$ cat src/rtl/imm_target_pkg.sv
// Shared types and constants for the immediate/branch target table.
package imm_target_pkg;

    typedef enum logic {
        IDLE = 1'b0,
        LOAD = 1'b1
    } state_t;

    // Value returned for an entry that has not been written since reset.
    localparam int unsigned UNLOADED_VAL = 1;

endpackage

$ cat src/rtl/imm_target_mem.sv
// Target entry storage with per-entry loaded bits, one write port and one
// registered read port. The read result holds when no read is requested.
module imm_target_mem
    import imm_target_pkg::*;
#(
    parameter int PC_WIDTH = 8,
    parameter int ADDR_W   = 4
) (
    input  logic                Clk,
    input  logic                Reset_n,
    input  logic                wr_en,
    input  logic [ADDR_W-1:0]   wr_addr,
    input  logic [PC_WIDTH-1:0] wr_data,
    input  logic                rd_en,
    input  logic [ADDR_W-1:0]   rd_addr,
    output logic [PC_WIDTH-1:0] rd_entry,
    output logic                rd_loaded
);

    localparam int DEPTH = 2**ADDR_W;
    localparam logic [PC_WIDTH-1:0] DEFAULT_VAL = PC_WIDTH'(UNLOADED_VAL);

    logic [PC_WIDTH-1:0] entry_q [DEPTH];
    logic [PC_WIDTH-1:0] entry_d [DEPTH];
    logic [DEPTH-1:0]    valid_q, valid_d;
    logic [PC_WIDTH-1:0] rd_entry_q, rd_entry_d;
    logic                rd_loaded_q, rd_loaded_d;

    // Next-state for storage and the registered read port.
    always_comb begin
        entry_d     = entry_q;
        valid_d     = valid_q;
        rd_entry_d  = rd_entry_q;
        rd_loaded_d = rd_loaded_q;
        if (wr_en) begin
            entry_d[wr_addr] = wr_data;
            valid_d[wr_addr] = 1'b1;
        end
        if (rd_en) begin
            rd_entry_d  = entry_q[rd_addr];
            rd_loaded_d = valid_q[rd_addr];
        end
    end

    // Storage flops; reset loads the default value so misses need no extra mux.
    always_ff @(posedge Clk or negedge Reset_n) begin
        if (!Reset_n) begin
            for (int i = 0; i < DEPTH; i++) begin
                entry_q[i] <= DEFAULT_VAL;
            end
            valid_q     <= '0;
            rd_entry_q  <= DEFAULT_VAL;
            rd_loaded_q <= 1'b1;
        end else begin
            entry_q     <= entry_d;
            valid_q     <= valid_d;
            rd_entry_q  <= rd_entry_d;
            rd_loaded_q <= rd_loaded_d;
        end
    end

    assign rd_entry  = rd_entry_q;
    assign rd_loaded = rd_loaded_q;

endmodule

$ cat src/rtl/imm_target_table.sv
// Immediate/branch target table: streaming loader plus absolute or
// PC-relative lookup. Optional feature macro: IMM_TARGET_TABLE_RELATIVE_EN
// (defined: rd_rel selects PC-relative mode; undefined: absolute only).
//
// state | meaning
// IDLE  | lookups accepted, waiting for ld_start
// LOAD  | accepting load beats at ptr, lookups stalled
module imm_target_table
    import imm_target_pkg::*;
#(
    parameter int PC_WIDTH = 8,
    parameter int ADDR_W   = 4
) (
    input  logic                Clk,
    input  logic                Reset_n,
    input  logic                ld_start,
    input  logic [ADDR_W-1:0]   ld_base,
    input  logic                ld_valid,
    output logic                ld_ready,
    input  logic [PC_WIDTH-1:0] ld_data,
    input  logic                ld_abort,
    output logic                ld_done,
    input  logic                rd_req,
    output logic                rd_ready,
    input  logic [ADDR_W-1:0]   rd_addr,
    input  logic                rd_rel,
    input  logic [PC_WIDTH-1:0] pc_in,
    output logic                rd_valid,
    output logic [PC_WIDTH-1:0] rd_data,
    output logic                rd_miss
);

    state_t              state_q, state_d;
    logic [ADDR_W-1:0]   ptr_q, ptr_d;
    logic                ld_done_q, ld_done_d;
    logic                rd_valid_q, rd_valid_d;
    logic                wr_en;
    logic                rd_accept;
    logic [PC_WIDTH-1:0] rd_entry;
    logic                rd_loaded;

    assign ld_ready  = (state_q == LOAD);
    assign rd_ready  = (state_q == IDLE);
    assign rd_accept = rd_req && rd_ready;
    // An abort beat is dropped even if ld_valid is high.
    assign wr_en     = (state_q == LOAD) && ld_valid && !ld_abort;

    // Load FSM next-state, pointer advance and done pulse.
    always_comb begin
        state_d    = state_q;
        ptr_d      = ptr_q;
        ld_done_d  = 1'b0;
        rd_valid_d = rd_accept;
        case (state_q)
            IDLE: begin
                if (ld_start) begin
                    state_d = LOAD;
                    ptr_d   = ld_base;
                end
            end
            LOAD: begin
                if (ld_abort) begin
                    state_d   = IDLE;
                    ld_done_d = 1'b1;
                end else if (ld_valid) begin
                    if (ptr_q == '1) begin
                        state_d   = IDLE;
                        ld_done_d = 1'b1;
                    end else begin
                        ptr_d = ptr_q + 1'b1;
                    end
                end
            end
            default: state_d = IDLE;
        endcase
    end

    // FSM and strobe registers; reset mid-load drops the load with no done pulse.
    always_ff @(posedge Clk or negedge Reset_n) begin
        if (!Reset_n) begin
            state_q    <= IDLE;
            ptr_q      <= '0;
            ld_done_q  <= 1'b0;
            rd_valid_q <= 1'b0;
        end else begin
            state_q    <= state_d;
            ptr_q      <= ptr_d;
            ld_done_q  <= ld_done_d;
            rd_valid_q <= rd_valid_d;
        end
    end

    imm_target_mem #(
        .PC_WIDTH (PC_WIDTH),
        .ADDR_W   (ADDR_W)
    ) u_mem (
        .Clk       (Clk),
        .Reset_n   (Reset_n),
        .wr_en     (wr_en),
        .wr_addr   (ptr_q),
        .wr_data   (ld_data),
        .rd_en     (rd_accept),
        .rd_addr   (rd_addr),
        .rd_entry  (rd_entry),
        .rd_loaded (rd_loaded)
    );

`ifdef IMM_TARGET_TABLE_RELATIVE_EN
    logic [PC_WIDTH-1:0] pc_q, pc_d;
    logic                rel_q, rel_d;

    // Capture PC and mode with the accepted lookup so the sum tracks the read.
    always_comb begin
        pc_d  = pc_q;
        rel_d = rel_q;
        if (rd_accept) begin
            pc_d  = pc_in;
            rel_d = rd_rel;
        end
    end

    // Lookup context registers.
    always_ff @(posedge Clk or negedge Reset_n) begin
        if (!Reset_n) begin
            pc_q  <= '0;
            rel_q <= 1'b0;
        end else begin
            pc_q  <= pc_d;
            rel_q <= rel_d;
        end
    end

    // Two's-complement add wraps naturally at PC_WIDTH bits.
    assign rd_data = rel_q ? (pc_q + rd_entry) : rd_entry;
`else
    logic unused_rel_inputs;
    assign unused_rel_inputs = &{1'b0, rd_rel, pc_in};
    assign rd_data = rd_entry;
`endif

    assign ld_done  = ld_done_q;
    assign rd_valid = rd_valid_q;
    assign rd_miss  = !rd_loaded;

endmodule

$ cat config.mk
export PLATFORM = sky130hd
export DESIGN_NAME = imm_target_table
export DESIGN_NICKNAME = d
export VERILOG_FILES = /design/src/rtl/imm_target_pkg.sv /design/src/rtl/imm_target_mem.sv /design/src/rtl/imm_target_table.sv
export SDC_FILE = /design/constraint.sdc
export NUM_CORES = 1
export LEC_CHECK = 0
export CAP_MARGIN = 20
export CORE_MARGIN = 5
export CORE_UTILIZATION = 60
export DETAILED_ROUTE_END_ITERATION = 7
export PLACE_DENSITY = 0.84
export REMOVE_ABC_BUFFERS = 1
export SETUP_SLACK_MARGIN = 0.3
export SYNTH_ARGS = -nofsm -noshare
export SYNTH_HDL_FRONTEND = slang
export SYNTH_SLANG_ARGS = --single-unit
export TNS_END_PERCENT = 100
$ cat constraint.sdc
create_clock -name Clk -period 1.6 [get_ports Clk]
set_clock_uncertainty 0.05 [all_clocks]
set_input_delay 0.32 -clock Clk [delete_from_list [all_inputs] [get_ports Clk]]
set_output_delay 0.32 -clock Clk [all_outputs]
set_load 0.1 [all_outputs]
==> results of run 1 <==
-- what timing repair did --
item / in CTS / in global routing
endpoints found under the hold margin: 30 / 0
endpoints found under the setup margin: 172 / 172
setup buffers: 14 / 12
hold buffers: 1 / 0
gates resized for setup: 89 / 109
cloned: 11 / 6
pin swaps: 24 / 36
-- synthesized netlist by cell type --
cell,number,share of area
o21ai_0,2,0.0013
dfstp_2,18,0.063
nand2_1,29,0.015
buf_2,12,0.0080
nand3_1,18,0.012
nor2_1,7,0.0035
and3_1,2,0.0017
a21oi_1,2,0.0013
or2_2,12,0.010
o22a_1,2,0.0023
clkbuf_1,9,0.0045
nor2_8,12,0.032
nand4_1,9,0.0075
nand2b_1,8,0.0067
buf_4,6,0.0060
o211ai_1,1,0.0010
a21boi_2,1,0.0015
buf_6,1,0.0015
and2_1,1,0.00083
mux2_2,120,0.18
nor2b_1,2,0.0017
a41oi_1,1,0.0012
dfrtp_1,142,0.47
nor2_2,2,0.0017
mux2_1,8,0.012
nand3_2,4,0.0053
a31oi_1,2,0.0017
nand2_4,4,0.0060
nand2_2,1,0.00083
and3b_1,1,0.0012
mux2i_1,73,0.097
ha_1,4,0.0067
buf_1,2,0.0010
inv_1,6,0.0030
a22oi_1,27,0.027
or3_1,1,0.00083
-- power by group through the flow --
stage                     registers [uW]  clock network (uW)  logic (uW)
after floorplan                     7000                   0        2590
after detailed placement            6630                   0        4930
final                               7030                4260        7170
after global placement              6490                   0        4720
after global routing                7080                4410        7410
after CTS                           6670                4130        5890
-- worst max-delay path: cells and delay by family (launching register included) --
family | cells | cell delay [ps]
buf+inv | 3 | 470
simple gates | 3 | 580
flops | 1 | 400
compound gates | 1 | 160
-- cell families (layout without fill, tap and decap cells) --
kind of cell	count (synthesis)	in the layout	share of synthesized area
AO/OA/AOI/OAI	38	38	0.0373
AND/OR/NAND/NOR	113	129	0.106
buffers and inverters	36	145	0.0240
flip-flops	160	160	0.536
multiplexers	201	201	0.289
adder cells (fa/ha/maj)	4	4	0.00667
-- metrics by stage --
stage	utilization	setup TNS [ps]	hold slack [ps]	area [um2]	setup slack [ps]
6_report	0.847	-6170	298	10300	-160
4_1_cts	0.800	-2450	320	9720	-66.3
3_3_place_gp	0.701	-58470	178	8530	-456
2_1_floorplan	-	-153680	-25.6	7350	-1050
5_1_grt	0.847	-6630	338	10300	-164
3_5_place_dp	0.701	-63470	186	8530	-513
-- worst max path at each step --
stage	startpoint	end	slack (ps)	cells after the start
final	ld_ready$_DFF_PN0_	u_mem.rd_loaded$_DFFE_PN1P_	-160	7
after detailed placement	ld_abort	u_mem.entry_q[103]$_DFFE_PN0P_	-510	6
after floorplan	ld_ready$_DFF_PN0_	u_mem.entry_q[33]$_DFFE_PN0P_	-1050	4
after CTS	ld_ready$_DFF_PN0_	ld_ready	-70	3
after global placement	ld_abort	u_mem.entry_q[116]$_DFFE_PN0P_	-460	6
after global routing	ld_ready$_DFF_PN0_	u_mem.rd_loaded$_DFFE_PN1P_	-160	7
-- layer usage --
| layer | share of wire | vias to the layer above | GRT usage |
|---|---|---|---|
| met2 | 0.47 | 490 | 0.497 |
| met5 | 0 | - | 0 |
| met1 | 0.37 | 2965 | 0.389 |
| li1 | - | 2234 | - |
| met3 | 0.098 | 145 | 0.0822 |
| met4 | 0.063 | 0 | 0.165 |
-- layout by cell type, fill, tap and decap left out, types with 4 or more instances in the layout --
cell type and n:
nor2_4 13, nand2_1 28, buf_4 45, dfrtp_1 138
nor2_8 12, or2_4 12, mux2i_1 73, clkbuf_16 17
dfstp_2 18, nand3_4 8, nand4_1 9, clkbuf_1 6
nand2_8 4, clkdlybuf4s50_1 19, mux2_4 126, nor2_1 7
buf_6 14, a22oi_1 27, buf_12 27, dfrtp_2 4
ha_4 4, nand2b_1 6, nand3_1 15
-- layout make-up --
| class | instances | area (um2) |
|---|---|---|
| clock buffer | 26 | 489 |
| clock inverter | 6 | 105 |
| fill | 507 | 1870 |
| inverter | 6 | 27.5 |
| multi-input combinational | 372 | 4180 |
| sequential | 160 | 4030 |
| tap | 168 | 210 |
| timing repair buffer | 107 | 1250 |
-- registers in the layout, indices dropped and copies added, names as in the netlist --
name	cells
u_mem.entry_q	128
u_mem.valid_q	16
u_mem.rd_entry	8
ptr_q	4
ld_done	1
ld_ready	1
rd_valid	1
u_mem.rd_loaded	1
==> flow_metrics.env, run 1 <==
export IMPL_outcome="finished with violations"
export IMPL_violations="negative setup slack"
export IMPL_crit_top_cell="buf_6"
export IMPL_grt_usage=0.311
export IMPL_path_clk_slew_ps=70
export IMPL_required_ps=1910
export IMPL_start_util=0.617
export IMPL_clk_insertion_delay_late_ps=450
export IMPL_dieWidth_um=122
export IMPL_die_h_um=122
export IMPL_syn_cell_area_um2=7510
export IMPL_cts_sinks=160
export IMPL_grt_max_degree=55
export IMPL_r2r_start="ld_ready$_DFF_PN0_"
export IMPL_tightest_slew_ps=453
export IMPL_start_kind="flip-flop"
export IMPL_p_seq_frac=0.381
export IMPL_dr_pass1_iters=6
export IMPL_post_route_period_util=1.10
export IMPL_arrival_ps=2070
export IMPL_synth_seq_cells=160
export IMPL_maxCapViolCount=0
export IMPL_antennaDiodeCount=0
export IMPL_gp_congestion=0.808
export IMPL_yosysWarnings=0
export IMPL_wl_per_cell_um=30.8
export IMPL_hp_class="in -> async"
export IMPL_fmax_mhz=568
export IMPL_p_comb_frac=0.389
export IMPL_fin_nets=699
export IMPL_cp_max_fo=5
export IMPL_worst_path_max_delay_cell="dfrtp_1"
export IMPL_reg2regPathDepth=7
export IMPL_slowest_delay_ps=400
export IMPL_ir_drop_v=0.00111
export IMPL_root_buffer="clkbuf_16"
export IMPL_fin_cells=845
export IMPL_switching_share=0.357
export IMPL_grt_pass1_vias=5816
export IMPL_worst_slack_ps=-160
export IMPL_worst_r2r_endpoint="u_mem.rd_loaded$_DFFE_PN1P_"
export IMPL_ios=44
export IMPL_crit_type="reg -> reg"
export IMPL_grt_remaining_overflow=0
export IMPL_std_cell_rows=40
export IMPL_cts_inserted_buffers=17
export IMPL_antenna_found_initial=0
export IMPL_rsz0062_at_grt="true"
export IMPL_drt_vias_per_instance=6.90
export IMPL_finalSetupViolCount=121
export IMPL_synth_distinct_cells=36
export IMPL_power_frac_clock=0.231
export IMPL_drt_iter0_markers=737
export IMPL_synth_avg_cell_area_um2=13.6
export IMPL_p_leak_uw=0.00500
export IMPL_port_buffers=34
export IMPL_hold_viol=0
export IMPL_p_int_uw=11900
export IMPL_cts_buffer_depth=2
export IMPL_wl_um=26000
export IMPL_grt_pass1_wl_um=33900
export IMPL_drive_gt1_frac=0.490
export IMPL_p_total_uw=18500
export IMPL_endpoint_kind="flip-flop"
export IMPL_core_um2=12200
export IMPL_drcViolationCount=0
export IMPL_final_period_minus_worst_setup_slack_ps=1760
export IMPL_cp_cell_sequence="buf_6, buf_4, nand2b_1, nor2_2, buf_6, nand4_1, o211ai_1"
export IMPL_r2r_slack_ps=-160
export IMPL_drv_slew=0
export IMPL_tritoncts="yes"
export IMPL_dp_hpwl_um=11300
export IMPL_die_area_um2=14800
export IMPL_synth_cells=552
export IMPL_cts_max_level=4
export IMPL_placed_cells=769
export IMPL_seq_area_frac_synth=0.536
export IMPL_max_slew_margin=0.698
export IMPL_power_switching_uw=6600
export IMPL_drtAntennaViolNets=0
export IMPL_powerDensity_nw_per_um2=1790
export IMPL_area_growth_pct=37.2
export IMPL_dr_total_vias=5834
No activity file was read; power rests on OpenSTA's default activity.
==> run 2, diff against run 1 <==
--- a/config.mk
+++ b/config.mk
@@ -9,6 +9,7 @@
 export CORE_MARGIN = 5
 export CORE_UTILIZATION = 60
 export DETAILED_ROUTE_END_ITERATION = 7
+export GPL_ROUTABILITY_DRIVEN = 0
 export PLACE_DENSITY = 0.84
 export REMOVE_ABC_BUFFERS = 1
 export SETUP_SLACK_MARGIN = 0.3
==> results of run 2 <==
The final DEF is identical to that of run 1; final timing and power are the same.
==> run 3, diff against run 2 <==
--- a/config.mk
+++ b/config.mk
@@ -8,6 +8,7 @@
 export CAP_MARGIN = 20
 export CORE_MARGIN = 5
 export CORE_UTILIZATION = 60
+export CTS_BUF_LIST = sky130_fd_sc_hd__clkbuf_4 sky130_fd_sc_hd__clkbuf_8
 export DETAILED_ROUTE_END_ITERATION = 7
 export GPL_ROUTABILITY_DRIVEN = 0
 export PLACE_DENSITY = 0.84
==> constraint.sdc (replaced) <==
create_clock -name Clk -period 1.7 [get_ports Clk]
set_clock_uncertainty 0.05 [all_clocks]
set_input_delay 0.34 -clock Clk [delete_from_list [all_inputs] [get_ports Clk]]
set_output_delay 0.34 -clock Clk [all_outputs]
set_load 0.1 [all_outputs]
==> run 3 against run 2 <==
Against the previous run:
- final area up 1.5%
- sequential share of layout area down 0.58 points
- the run still ends with negative setup slack left
- critical path depth down 3
- setup slack better by 84 ps
- wire length down 1.5%
==> flow_metrics.env, run 3 (same netlist as run 1, synthesis figures left out) <==
export IMPL_fillCellCount=493
export IMPL_start_kind="flip-flop"
export IMPL_endpoint_kind="output port"
export IMPL_core_um2=12200
export IMPL_cts_buffer_depth=2
export IMPL_max_slew_margin=0.688
export IMPL_seq_area_um2=4030
export IMPL_worst_r2r_endpoint="u_mem.entry_q[82]$_DFFE_PN0P_"
export IMPL_cts_sinks=160
export IMPL_die_area_um2=14800
export IMPL_multi_input_area_um2=4280
export IMPL_worst_slack_ps=-76.3
export IMPL_final_cell_mix="dfrtp_1, mux2_4, mux2i_1"
export IMPL_powerDensity_nw_per_um2=1610
export IMPL_hold_path_depth=3
export IMPL_cp_max_fo=4
export IMPL_start_util=0.617
export IMPL_clk_insertion_delay_late_ps=500
export IMPL_fin_nets=705
export IMPL_worst_path_max_delay_cell="dfrtp_1"
export IMPL_slowest_delay_ps=390
export IMPL_cts_inserted_buffers=17
export IMPL_hold_viol=0
export IMPL_grt_pass1_wl_um=37100
export IMPL_hold_path_end="ld_done$_DFF_PN0_"
export IMPL_fin_cells=851
export IMPL_tritoncts="yes"
export IMPL_reg2regPathDepth=6
export IMPL_post_route_period_util=1.04
export IMPL_cts_max_level=4
export IMPL_cp_num_buf_inv=4
export IMPL_wl_um=25600
export IMPL_cp_cell_sequence="buf_6, inv_4, buf_6, buf_12"
export IMPL_r2r_slack_ps=0
export IMPL_fmax_mhz=563
export IMPL_arrival_ps=1390
export IMPL_final_common_cell="dfrtp_1"
export IMPL_crit_type="reg -> out"
export IMPL_drive_gt1_frac=0.526
export IMPL_drt_vias_per_instance=6.75
export IMPL_path_delay_family="buffers and inverters"
export IMPL_grt_usage=0.341
export IMPL_final_period_minus_worst_setup_slack_ps=1780
export IMPL_outcome="finished with violations"
export IMPL_antenna_found_initial=0
export IMPL_path_clk_slew_ps=70
export IMPL_worstHoldStart="ld_valid"
export IMPL_placed_cells=763
export IMPL_grt_remaining_overflow=0
export IMPL_dieWidth_um=122
export IMPL_dr_total_vias=5740
export IMPL_drt_iter0_markers=847
export IMPL_r2r_start="ld_ready$_DFF_PN0_"
export IMPL_drtAntennaViolNets=0
export IMPL_std_cell_rows=40
export IMPL_area_growth_pct=39.2
export IMPL_regMostFlops="u_mem.entry_q"
export IMPL_crit_top_cell="buf_6"
export IMPL_violations="negative setup slack"
export IMPL_antennaDiodeCount=0
export IMPL_die_h_um=122
export IMPL_port_buffers=34
export IMPL_ir_drop_v=0.000983
export IMPL_finalSetupViolCount=3
export IMPL_largest_register_ffs=128
export IMPL_grt_pass1_vias=6059
export IMPL_maxCapViolCount=0
export IMPL_root_buffer="clkbuf_8"
export IMPL_tns_ps=-117
export IMPL_grt_max_degree=42
export IMPL_ios=44
export IMPL_required_ps=1310
export IMPL_drv_slew=0
export IMPL_p_leak_uw=0.00505
export IMPL_dp_hpwl_um=11200
export IMPL_rsz0062_at_grt="true"
export IMPL_dr_pass1_iters=5
export IMPL_tightest_slew_ps=469
export IMPL_drcViolationCount=0
export IMPL_wl_per_cell_um=30.1
export IMPL_hp_class="in -> reg"
## run 3: worst reg2reg max path: cells and delay by family, from the launching register on
family	cells	cell delay [ps]
buffers and inverters	2	270
DFF	1	360
muxes	1	340
and+or+nand+nor	3	590
## run 3: power breakdown
| group | leakage [uW] | total (uW) | internal (uW) | switching [uW] |
|---|---|---|---|---|
| combinational | 0.00274 | 6860 | 3460 | 3400 |
| clock | 0.000243 | 3380 | 1870 | 1510 |
| sequential | 0.00206 | 6580 | 5360 | 1220 |
## run 3: final cells by class
class | count | share of cell area
repair buffers | 113 | 0.137
inverters | 6 | 0.00287
well taps | 168 | 0.0201
clock inverters | 11 | 0.0176
flip-flops and latches | 160 | 0.386
clock buffers | 21 | 0.0271
multi-input cells | 372 | 0.410
## run 3: how the worst max path moves through the flow
stage                       startpoint                        endpoint  slack (ps)  cells after the start
finish              ld_ready$_DFF_PN0_                        rd_ready         -80                      4
global placement              ld_valid  u_mem.entry_q[113]$_DFFE_PN0P_        -390                      6
floorplan           ld_ready$_DFF_PN0_   u_mem.entry_q[33]$_DFFE_PN0P_        -950                      4
detailed placement            ld_abort  u_mem.entry_q[119]$_DFFE_PN0P_        -420                      6
CTS                 ld_ready$_DFF_PN0_                        rd_ready         -60                      4
global route        ld_ready$_DFF_PN0_                        rd_ready        -100                      4
## run 3: repair_timing
item | CTS | global route
cloned | 16 | 0
hold buffers | 1 | 0
endpoints found under the setup margin | 167 | 172
pin swaps | 33 | 30
gates resized for setup | 195 | 34
hold endpoints to repair | 33 | 0
buffers inserted | 28 | 11
## run 3: per-layer routing
metal  part of all wire  vias to the layer above  global-route usage
met3              0.081                      112              0.0771
li1                   -                     2244                   -
met5                  0                        -                   0
met2               0.48                      418               0.537
met4              0.045                        0               0.172
met1               0.40                     2966               0.445
## run 3: per-stage QoR
stage	instance area (um2)	total power (uW)	setup slack [ps]	hold WS, ps	utilization
after floorplan	7350	9030	-954	-5.59	-
after global placement	8510	10400	-393	244	0.700
after detailed placement	8510	10700	-424	247	0.700
after CTS	10200	15700	-64.5	305	0.840
after global routing	10400	17300	-100	201	0.859
final	10400	16800	-76.3	181	0.859
